===== config.mk =====
export PLATFORM = sky130hd
export DESIGN_NAME = modbus_rtu_framer
export DESIGN_NICKNAME = d
export VERILOG_FILES = /design/src/rtl/modbus_pkg.sv /design/src/rtl/modbus_crc16.sv /design/src/rtl/modbus_rtu_framer.sv
export SDC_FILE = /design/constraint.sdc
export NUM_CORES = 1
export LEC_CHECK = 0
export ABC_AREA = 1
export CAP_MARGIN = 15
export CELL_PAD_IN_SITES_DETAIL_PLACEMENT = 1
export CELL_PAD_IN_SITES_GLOBAL_PLACEMENT = 1
export CORE_MARGIN = 2
export CORE_UTILIZATION = 43
export DETAILED_ROUTE_END_ITERATION = 6
export PLACE_DENSITY = 0.88
export RECOVER_POWER = 25
export SYNTH_ARGS = -nofsm -noshare
export SYNTH_HDL_FRONTEND = slang
export SYNTH_HIERARCHICAL = 1
export SYNTH_SLANG_ARGS = --single-unit

===== constraint.sdc =====
create_clock -name clk -period 1.75 [get_ports clk]
set_input_delay 0.2625 -clock clk [delete_from_list [all_inputs] [get_ports clk]]
set_output_delay 0.2625 -clock clk [all_outputs]
set_load 0.1 [all_outputs]

===== src/rtl/modbus_pkg.sv =====
// Shared definitions for the Modbus RTU receive framer: FIFO word layout, CRC constants, FSM states.
package modbus_pkg;

    localparam int SOF_BIT = 8;
    localparam int EOF_BIT = 9;
    localparam int ERR_BIT = 10;

    localparam logic [15:0] CRC_INIT = 16'hFFFF;
    localparam logic [15:0] CRC_POLY = 16'hA001;

    typedef enum logic [2:0] {
        INIT,
        IDLE,
        RECEIVE,
        GAP,
        EMIT
    } state_t;

endpackage


===== src/rtl/modbus_crc16.sv =====
// Modbus CRC-16 (reflected 0xA001) combinational single-byte update.
module modbus_crc16
    import modbus_pkg::*;
(
    input  logic [15:0] i_crc,
    input  logic [7:0]  i_byte,
    output logic [15:0] o_crc
);

    logic [15:0] w_crc;

    always_comb begin
        w_crc = i_crc ^ {8'h00, i_byte};
        for (int i = 0; i < 8; i++) begin
            w_crc = w_crc[0] ? ((w_crc >> 1) ^ CRC_POLY) : (w_crc >> 1);
        end
    end

    assign o_crc = w_crc;

endmodule


===== src/rtl/modbus_rtu_framer.sv =====
// Modbus RTU receive framer: delimits frames by line silence, checks CRC and writes tagged
// data words plus one end-of-frame status marker into the bridge input FIFO.
//
//   state   | meaning
//   INIT    | waiting for t3.5 of silence after reset; bytes discarded
//   IDLE    | between frames; next byte opens a frame
//   RECEIVE | inside a frame, inter-byte silence below t1.5
//   GAP     | silence past t1.5; a byte here is a gap violation
//   EMIT    | t3.5 reached; marker pending until the FIFO has room
module modbus_rtu_framer
    import modbus_pkg::*;
#(
    parameter int T15_CYCLES = 42969,
    parameter int T35_CYCLES = 100260,
    parameter int CNT_WIDTH  = 17,
    parameter int MAX_FRAME  = 256
) (
    input  logic        clk,
    input  logic        rst,
    input  logic [7:0]  rx_data,
    input  logic        rx_valid,
    input  logic        rx_err,
    input  logic        fifo_full,
    output logic        fifo_wr,
    output logic [10:0] fifo_data,
    output logic        busy
);

    localparam logic [CNT_WIDTH-1:0] T15_C = CNT_WIDTH'(T15_CYCLES);
    localparam logic [CNT_WIDTH-1:0] T35_C = CNT_WIDTH'(T35_CYCLES);
    localparam logic [8:0]           MAX_C = 9'(MAX_FRAME);

    state_t                r_state;
    state_t                w_state_nxt;
    logic [CNT_WIDTH-1:0]  r_sil;
    logic [8:0]            r_cnt;
    logic [15:0]           r_crc;
    logic                  r_err;
    logic                  r_next_err;
    logic                  r_fifo_wr;
    logic [10:0]           r_fifo_data;

    logic [15:0]           w_crc_nxt;
    logic                  w_accept;
    logic                  w_count;
    logic                  w_push;
    logic                  w_drop;
    logic                  w_emit_wr;
    logic                  w_marker_err;
    logic [10:0]           w_data_word;
    logic [10:0]           w_marker_word;

    modbus_crc16 u_crc (
        .i_crc  (r_crc),
        .i_byte (rx_data),
        .o_crc  (w_crc_nxt)
    );

    assign w_accept     = rx_valid && (r_state inside {IDLE, RECEIVE, GAP});
    assign w_count      = w_accept && !fifo_full;
    assign w_push       = w_count && (r_cnt < MAX_C);
    assign w_drop       = w_accept && !w_push;
    assign w_emit_wr    = (r_state == EMIT) && !fifo_full;
    assign w_marker_err = r_err || (r_crc != 16'h0000) || (r_cnt < 9'd4) || (r_cnt > MAX_C);

    // SOF goes on the first byte actually written, so a dropped opener still yields a tagged start.
    always_comb begin
        w_data_word                = '0;
        w_data_word[7:0]           = rx_data;
        w_data_word[SOF_BIT]       = (r_cnt == 9'd0);
        w_marker_word              = '0;
        w_marker_word[7:0]         = r_cnt[7:0];
        w_marker_word[EOF_BIT]     = 1'b1;
        w_marker_word[ERR_BIT]     = w_marker_err;
    end

    always_comb begin
        w_state_nxt = r_state;
        case (r_state)
            INIT:    if (!rx_valid && (r_sil == T35_C)) w_state_nxt = IDLE;
            IDLE:    if (rx_valid) w_state_nxt = RECEIVE;
            RECEIVE: if (!rx_valid && (r_sil >= T15_C)) w_state_nxt = GAP;
            GAP: begin
                if (rx_valid)             w_state_nxt = RECEIVE;
                else if (r_sil == T35_C)  w_state_nxt = EMIT;
            end
            EMIT:    if (!fifo_full) w_state_nxt = IDLE;
            default: w_state_nxt = INIT;
        endcase
    end

    always_ff @(posedge clk) begin
        if (rst) begin
            r_state     <= INIT;
            r_sil       <= '0;
            r_cnt       <= '0;
            r_crc       <= CRC_INIT;
            r_err       <= 1'b0;
            r_next_err  <= 1'b0;
            r_fifo_wr   <= 1'b0;
            r_fifo_data <= '0;
        end else begin
            r_state   <= w_state_nxt;
            r_fifo_wr <= w_push || w_emit_wr;

            if (rx_valid)            r_sil <= '0;
            else if (r_sil != T35_C) r_sil <= r_sil + CNT_WIDTH'(1);

            if (w_push)         r_fifo_data <= w_data_word;
            else if (w_emit_wr) r_fifo_data <= w_marker_word;

            if (w_emit_wr) begin
                r_cnt      <= '0;
                r_crc      <= CRC_INIT;
                r_err      <= r_next_err || rx_valid;
                r_next_err <= 1'b0;
            end else begin
                if ((r_state == EMIT) && rx_valid) r_next_err <= 1'b1;
                if (w_count && (r_cnt != 9'h1FF))  r_cnt <= r_cnt + 9'd1;
                if (w_push)                        r_crc <= w_crc_nxt;
                if (w_drop || (w_accept && rx_err) || ((r_state == GAP) && rx_valid))
                    r_err <= 1'b1;
            end
        end
    end

    assign fifo_wr   = r_fifo_wr;
    assign fifo_data = r_fifo_data;
    assign busy      = r_state inside {RECEIVE, GAP, EMIT};

endmodule


# Word level (Yosys, flattened, before mapping)
# Index checks and enable logic that the tools add are counted.
[word_totals]
register_bits = 59
latchBits = 0
ramBits = 0
rom_bits = 0
mem_count = 0
[op_classes]
add_sub_neg = 2
multipliers = 0
div = 0
order_cmp = 4
n_eq_ne = 12
n_shift = 0
mux = 19
n_bitwise = 9
reduce_logical = 32
[ops]
columns = ["operator", "n"]
rows = [
  ["$mux 16", 8],
  ["$not 2->3", 8],
  ["$mux 3", 6],
  ["$mux 9", 2],
  ["$add 17x1->17 const B", 1],
  ["$eq 17x17->1 const B", 1],
  ["$ge 17x16->1 const B", 1],
  ["$ne 17x17->1 const B", 1],
  ["$reduce_bool 16->1", 1],
  ["$xor 16x8->16", 1],
  ["$pmux 3 s5", 1],
  ["$logic_and 1x1->1", 11],
  ["$add 9x1->9 const B", 1],
  ["$gt 9x9->1 const B", 1],
  ["$logic_not 9->1", 1],
  ["$lt 9x3->1 const B", 1],
  ["$lt 9x9->1 const B", 1],
  ["$ne 9x9->1 const B", 1],
  ["$logic_or 1x1->1", 7],
  ["$eq 3x2->1 const B", 2],
  ["$ne 2x2->1 const B", 3],
  ["$reduce_bool 3->1", 2],
  ["$reduce_or 2->1", 3],
  ["$reduce_and 5->1", 1],
  ["other kinds (8)", 12],
]

# Longest topological paths before layout
[depth]
ltp_word = 17
ltp_mapped = 15
mapped_depth_nobuf = 15

# Cells and area by module
# Netlist, hierarchy kept.
[by_module_without_submodules]
columns = ["module", "n_inst", "cells_each", "area_each_um2"]
rows = [
  ["modbus_rtu_framer", 1, 396, 2889.0],
  ["modbus_crc16", 1, 70, 493.0],
]

# Worst setup path after synthesis
# Ideal clock, no wire load.
[synth_path]
path_kind = "flip-flop to output port"
startpoint = "reg r_state[1]"
endpoint = "out busy"
arrival_ns = 2.549
t_required_ns = 1.487
path_slack_ns = -1.062
path_stages_with_launch = 3
cell_sequence = "dfxtp_1 inv_1 o21ai_0"
[synth_via]
elab_chain_cells = 2
elab_cells_between_ends = 4
[synth_lines]
columns = ["element", "line_no", "rtl"]
rows = [
  ["start, declared", "modbus_rtu_framer.sv:33", "state_t r_state;"],
  ["start signal, assigned", "modbus_rtu_framer.sv:103", "r_state <= w_state_nxt;"],
  ["$eq 3x2->1 or $eq 3x3->1 (tied branches)", "modbus_rtu_framer.sv:129", "assign busy = r_state inside {RECEIVE, GAP, EMIT};"],
  ["$reduce_bool 3->1 *", "modbus_rtu_framer.sv:129", ""],
  ["end, declared", "modbus_rtu_framer.sv:26", "output logic busy"],
]
# Every way passes the cells marked *; elsewhere a longest branch is shown, timed or not.

# Worst setup path after layout
[layout_path]
startpoint = "reg r_crc[3]"
endpoint = "reg r_crc[15]"
[layout_via]
elab_chain_cells = 10
[layout_lines]
columns = ["element", "line_no", "rtl"]
rows = [
  ["start, declared", "modbus_rtu_framer.sv:37", "logic [15:0] r_crc;"],
  ["start signal, assigned", "modbus_rtu_framer.sv:120", "if (w_push) r_crc <= w_crc_nxt;"],
  ["$xor 16x8->16 *", "modbus_crc16.sv:13", "w_crc = i_crc ^ {8'h00, i_byte};"],
  ["$mux 16 * (2 in series)", "modbus_crc16.sv:15", "w_crc = w_crc[0] ? ((w_crc >> 1) ^ CRC_POLY) : (w_crc >> 1);"],
  ["$not 2->3 (no line)", "-", ""],
  ["$mux 16 * (6 in series)", "modbus_crc16.sv:15", ""],
  ["net w_crc_nxt[15]", "modbus_rtu_framer.sv:43", "logic [15:0] w_crc_nxt;"],
]
# The timed path passes the listed nets; every way through them passes the cells marked *.
# A chain may end at the register's enable or synchronous reset.

==> reports/metrics.yaml <==
status: "finished, violations left"
violations: "negative setup slack"
grt_use_total_pct: 26.25
powerDensity_nw_per_um2: 1127
ys_seq_elements: 59
cts_hold_buf: 0
pre_cts_ws_ns: -0.4722
syn_nets: 485
yosysWarningCount: 6
fp.dieH_um: 92.69
p_leak_nw: 1.913
route.detailed.drc: 0
rows: 32
grt_pass1_wl_mm: 17.61
rr_worst_depth: 11
stdcell_count: 628
grt_overflow: 0
numPortBuffers: 25
startpoint_type: "flop"
cts-root-buf: "clkbuf_8"
hpwl_mm: 7.368
hp-class: "in -> reg"
cp_num_buf_inv: 2
grt_pass1_vias: 3735
whs_path_depth: 3
area_growth_syn_to_layout_pct: 27.93
nets: 542
ys.flop_type: "dfxtp_1"
synth-async-reset-ratio_pct: 0
crit_required_ns: 1.97
timing.fmax_mhz: 515.6
syn_area_um2: 3382
clockBufferDepth: 2
rsz0062_at_grt: "true"
worstSetupPathType: "reg -> reg"
dp.cells: 608
fin_util_pct: 56.28
layout-drive-gt1-share_pct: 27.95
crit_path_top_delay_cell: "dfxtp_1"
worstPathArrival_ns: 2.16
nFillCells: 953
pin_count: 26
cts_sinks: 59
cp_slowest_stage_delay_ns: 0.35
synth_top_area_cell: "dfxtp_1"
total_power_mw: 4.876
grt_max_degree: 26
setup_viol: 3
fin_crit_sh_pct: 110.8
synth_area_per_cell_um2: 7.257
yosysTopAreaCellShare_pct: 34.92
cap_violations: 0
critPathCaptureType: "flop"
start_util_pct: 43.99
drtIter0Drc: 164
seq_area_frac_synth_pct: 34.92
netlist_top_cells_area: "dfxtp_1 (35%), nand2_1 (12%), inv_1 (6.7%)"
critical_path.top_delay_family: "simple AND/OR/NAND/NOR gates"
place_congestion: 0.8567
met1_usage_pct: 28.61
via_per_inst: 5.605
cts_tree: "built"
max_slew_margin_pct: 61.80
grt_util_met3_pct: 5.533
clock_latency_ns: 0.35
dieArea_um2: 8591
route.vias.total: 3520
path_max_fanout: 3
setup_slack_ns: -0.1895
cts.htree.levels: 3
antenna_found_initial: 0
synth.distinct_cells: 39
coreArea_um2: 7687
cp.depth: 11
grt-busiest-layer: "met2"
final_cell_area_um2: 4327
fin_crit_ns: 1.940
post_dp_cell_area_um2: 4021
slew_viol_final: 0
cts_buffers: 9
die_w_um: 92.69
finalHoldViolations: 0
wl_mm: 12.66
worst_pin_slew_ns: 0.5754
peakVddDrop_v: 0.0006272
antenna-diode-count: 0
use_met2_pct: 49.09
syn_inst: 466
dr.pass1.iters: 4
path_clk_slew_ns: 0.08
worstPathCellList: "xnor2_1 > buf_4 > inv_1 > nand3_4 > nand3b_4 > nand2_4 > nand2_4 > nand3_4 > nand2_1 > nand2_1 > nand3_1"
skew_ns: 0.02235
wl_per_cell_um: 20.15
synth_enable_flop_cells: 0
r2r_setup_slack_ns: -0.19
ant_nets: 0
[area by class of cell]
| class | count | area [µm²] | area share, % |
|---|---|---|---|
| multi-input combinational | 323 | 2032 | 46.96 |
| sequential | 59 | 1195 | 27.62 |
| timing repair buffer | 60 | 504.2 | 11.65 |
| clock buffer | 12 | 165.2 | 3.817 |
| tap | 102 | 127.6 | 2.950 |
| clock inverter | 2 | 35.03 | 0.8097 |
| inverter | 70 | 267.8 | 6.189 |
[worst min-delay path: stages]
cell and delay [ns]:
dlymetal6s2s_1 0.18, nand2_1 0.09, a31oi_1 0.07
[registers in the layout, summed over array words and instances (netlist names)]
register    flops
r_state         3
r_cnt           9
r_crc          16
r_err           1
r_next_err      1
fifo_data      11
r_sil          17
fifo_wr         1
[layer usage]
layer / up-vias / routed length (µm)
li1: 1634 / -
met3: 43 / 453
met5: - / 0
met4: 0 / 499
met1: 1724 / 5016
met2: 119 / 6686
[final timing paths]
check | to | start
setup / recovery | r_crc[15]$_SDFFE_PP1N_ | r_crc[3]$_SDFFE_PP1N_
hold / removal | fifo_data[3]$_SDFFE_PP0P_ | rx_data[3]
setup reg to reg | r_crc[15]$_SDFFE_PP1N_ | r_crc[3]$_SDFFE_PP1N_
hold reg to reg | fifo_data[8]$_SDFFE_PP0P_ | fifo_data[8]$_SDFFE_PP0P_
[placed cells by master, fill, tap and decap left out, types with 3 or more instances in the layout]
cell type,netlist,layout
nand4_1,12,12
clkbuf_2,0,12
nand3_2,8,12
nor3_2,2,3
nor2_2,5,7
nand2_1,105,99
o21a_1,3,3
dlymetal6s2s_1,0,3
nand3_4,0,7
dfxtp_1,59,50
dfxtp_2,0,8
nand3_1,25,14
xor2_1,11,11
ha_1,6,3
clkdlybuf4s50_1,0,5
nor2_1,29,27
buf_12,0,4
o211ai_1,16,16
dlygate4sd2_1,0,3
a21oi_1,25,24
buf_4,6,32
inv_2,8,10
clkbuf_8,0,12
nor3_1,17,16
nand2_2,9,9
a31oi_1,9,9
o21ai_0,15,14
nor2_4,4,4
nand2_4,3,9
xnor2_2,3,3
xnor2_1,3,3
inv_1,60,57
[metrics by stage]
stage	setup TNS [ns]	hold WS, ns
6_report	-0.4377	0.2983
5_1_grt	-1.019	0.2995
4_1_cts	0	0.3949
3_5_place_dp	-2.954	0.4671
3_3_place_gp	-1.228	0.4608
2_1_floorplan	0	0.3319
[cell families (layout without fill, tap and decap cells)]
group,after synthesis,in the layout,synth area share (%)
buffers and inverters,84,144,10.80
XOR/XNOR,19,19,6.216
flip-flops,59,59,34.92
adder cells (fa/ha/maj),6,6,2.220
AND/OR/NAND/NOR,223,223,32.56
AO/OA/AOI/OAI,75,75,13.28
[synth_stat cells (9+ instances only)]
master      n
a21oi_1    25
a31oi_1     9
dfxtp_1    59
inv_1      60
nand2_1   105
nand2_2     9
nand3_1    25
nand4_1    12
nor2_1     29
nor3_1     17
o211ai_1   16
o21ai_0    15
xor2_1     11
[what timing repair did]
| action | 4_1_cts | 5_1_grt |
|---|---|---|
| gates resized for setup | 12 | 49 |
| hold endpoints to repair | 0 | 0 |
| endpoints found under the setup margin | 6 | 18 |
| pin swaps | 4 | 21 |
| setup buffers | 0 | 6 |
[power breakdown]
part / switching (mW) / internal, mW
Clock: 0.570 / 0.757
Sequential: 0.142 / 1.49
Combinational: 1.24 / 0.677
Total: 1.96 / 2.92
Note: power is estimated with default switching activity, not from simulation.
==> edit: new RTL, same flow settings <==
Set the parameter `CNT_WIDTH` to 13 (it was 17).
--- a/src/rtl/modbus_rtu_framer.sv
+++ b/src/rtl/modbus_rtu_framer.sv
@@ -14,3 +14,3 @@
     parameter int T35_CYCLES = 100260,
-    parameter int CNT_WIDTH  = 17,
+    parameter int CNT_WIDTH  = 13,
     parameter int MAX_FRAME  = 256
Behaviour: same outputs for any inputs over 10 cycles, from zero or initial values and one cycle with rst high; that may be too few to reach the edited logic, so the function may still have changed.
==> edit against the original RTL <==
  * Largest power group unchanged
  * Sequential power decreased by 7%
  * Routed wire length decreased by 25%
  * Sequential cell count decreased by 4
  * Worst setup slack improved by 0.19 ns
  * Clock skew decreased by 0.011 ns
  * Design area decreased by 9.5%
  * Non-clock buffer count increased by 8
  * Synthesized area decreased by 9.5%
  * Power decreased by 16%
==> edit: results <==
export IMPL_dp_hpwl_um=6590
export IMPL_num_fill_cells=880
export IMPL_crit_fanout=3
export IMPL_grt_antenna_before_repair=0
export IMPL_clock_latency_ns=0.31
export IMPL_cts_buffer_depth=2
export IMPL_slew_headroom=0.635
export IMPL_synthFlopType="dfxtp_1"
export IMPL_status="completed"
export IMPL_wirelength_um=9440
export IMPL_syn_area_per_cell_um2=7.23
export IMPL_regMostFlops="r_crc"
export IMPL_htree_levels=2
export IMPL_drt_initial_drc_count=86
export IMPL_io_buffers=25
export IMPL_grt_first_pass_wirelength_um=15000
export IMPL_synth_enable_flop_cells=0
export IMPL_vias=3101
export IMPL_nets=504
export IMPL_synth_cell_types=36
export IMPL_cts_root_buf="clkbuf_8"
export IMPL_crit_family="simple AND/OR/NAND/NOR gates"
export IMPL_leakage_nw=1.77
export IMPL_critPathMaxStageDelay_ns=0.39
export IMPL_synth_commonest_cells="nand2_1, dfxtp_1, inv_1"
export IMPL_async_reset_ff_frac=0
export IMPL_largest_reg_flops=16
export IMPL_dr_pass1_iters=4
export IMPL_drive_above_1_share=0.259
export IMPL_ir_worst_vdd_v=0.000548
export IMPL_diodes=0
export IMPL_finalMaxSlewViolations=0
export IMPL_syn_nets=442
export IMPL_min_from="rx_data[5]"
export IMPL_clk_pin_slew_worst_paths_ns=0.11
export IMPL_post_drt_wl_per_cell_um=16.2
export IMPL_ys_warn_count=6
export IMPL_ys_seq_area_frac=0.360
export IMPL_cp_slowest_cell="dfxtp_1"
export IMPL_grt_pass1_vias=3251
export IMPL_startpoint="r_crc[4]"
export IMPL_place_inst=568
export IMPL_holdCritPathClass="in2reg"
export IMPL_place_congestion=0.852
export IMPL_grt_util_all_layers=0.244
export IMPL_worstPathArrival_ns=1.94
export IMPL_clock_skew_ns=0.0111
export IMPL_synth_area_leaders="dfxtp_1, nand2_1, inv_1, nand3_1, nor2_1"
export IMPL_grt_max_degree=22
export IMPL_cts_buffers=5
-- edit: worst reg2reg max path, delay by kind of cell, from the launching register on --
family          cells  cell delay (ns)
simple gates        6             0.57
xor+xnor            2             0.44
flops               1             0.39
buf+inv             1             0.17
compound gates      1             0.07
-- edit: worst paths after layout --
path | to | slack (ns) | cells after the start
max reg2reg | r_crc[0] | 0.002 | 10
min reg2reg | fifo_data[9] | 0.48 | 1
max | r_crc[0] | 0.002 | 10
min | fifo_data[5] | 0.32 | 3
-- edit: area by class of cell --
type                    instances  area (µm²)  share of cell area
clock buffers                   7        96.3              0.0246
clock inverters                 1        7.51             0.00192
inverters                      58         223              0.0569
multi-input cells             297        1820               0.466
flip-flops and latches         55        1110               0.284
well taps                      96         120              0.0307
repair buffers                 68         533               0.136
-- edit: repair_timing --
| action | in CTS | in global routing |
|---|---|---|
| hold buffers | 0 | 0 |
| endpoints found under the setup margin | 3 | 34 |
| resized for setup | 8 | 47 |
| pin swaps | 0 | 17 |
| buffers inserted | 0 | 6 |
-- edit: cell families after synthesis --
group                    share of synthesized area
XOR/XNOR                                    0.0601
flip-flops                                   0.360
AND/OR/NAND/NOR                              0.334
adder cells (fa/ha/maj)                     0.0245
buffers and inverters                        0.105
AO/OA/AOI/OAI                                0.117
-- edit: metal layers --
layer / global-route usage / part of all wire
met3: 0.0336 / 0.017
met2: 0.464 / 0.54
met1: 0.280 / 0.42
met4: 0.0758 / 0.020
met5: 0 / 0
-- edit: where the power goes --
part	leakage (nW)	internal (mW)	switching (mW)
Sequential	0.447	1.39	0.120
Clock	0.0505	0.361	0.434
Combinational	1.27	0.679	1.13
Total	1.77	2.43	1.69
-- edit: through the flow --
| stage | worst slack [ns] | instance area (µm²) | utilization | TNS, ns | power, mW |
|---|---|---|---|---|---|
| 2_1_floorplan | 0.158 | 3060 | - | 0 | 2.59 |
| 3_3_place_gp | -0.265 | 3740 | 0.548 | -2.51 | 3.01 |
| 3_5_place_dp | -0.442 | 3740 | 0.548 | -5.15 | 3.10 |
| 4_1_cts | 0.0212 | 3870 | 0.566 | 0 | 3.93 |
| 5_1_grt | -0.0830 | 3920 | 0.573 | -0.172 | 4.35 |
| 6_report | 0.00191 | 3920 | 0.573 | 0 | 4.11 |
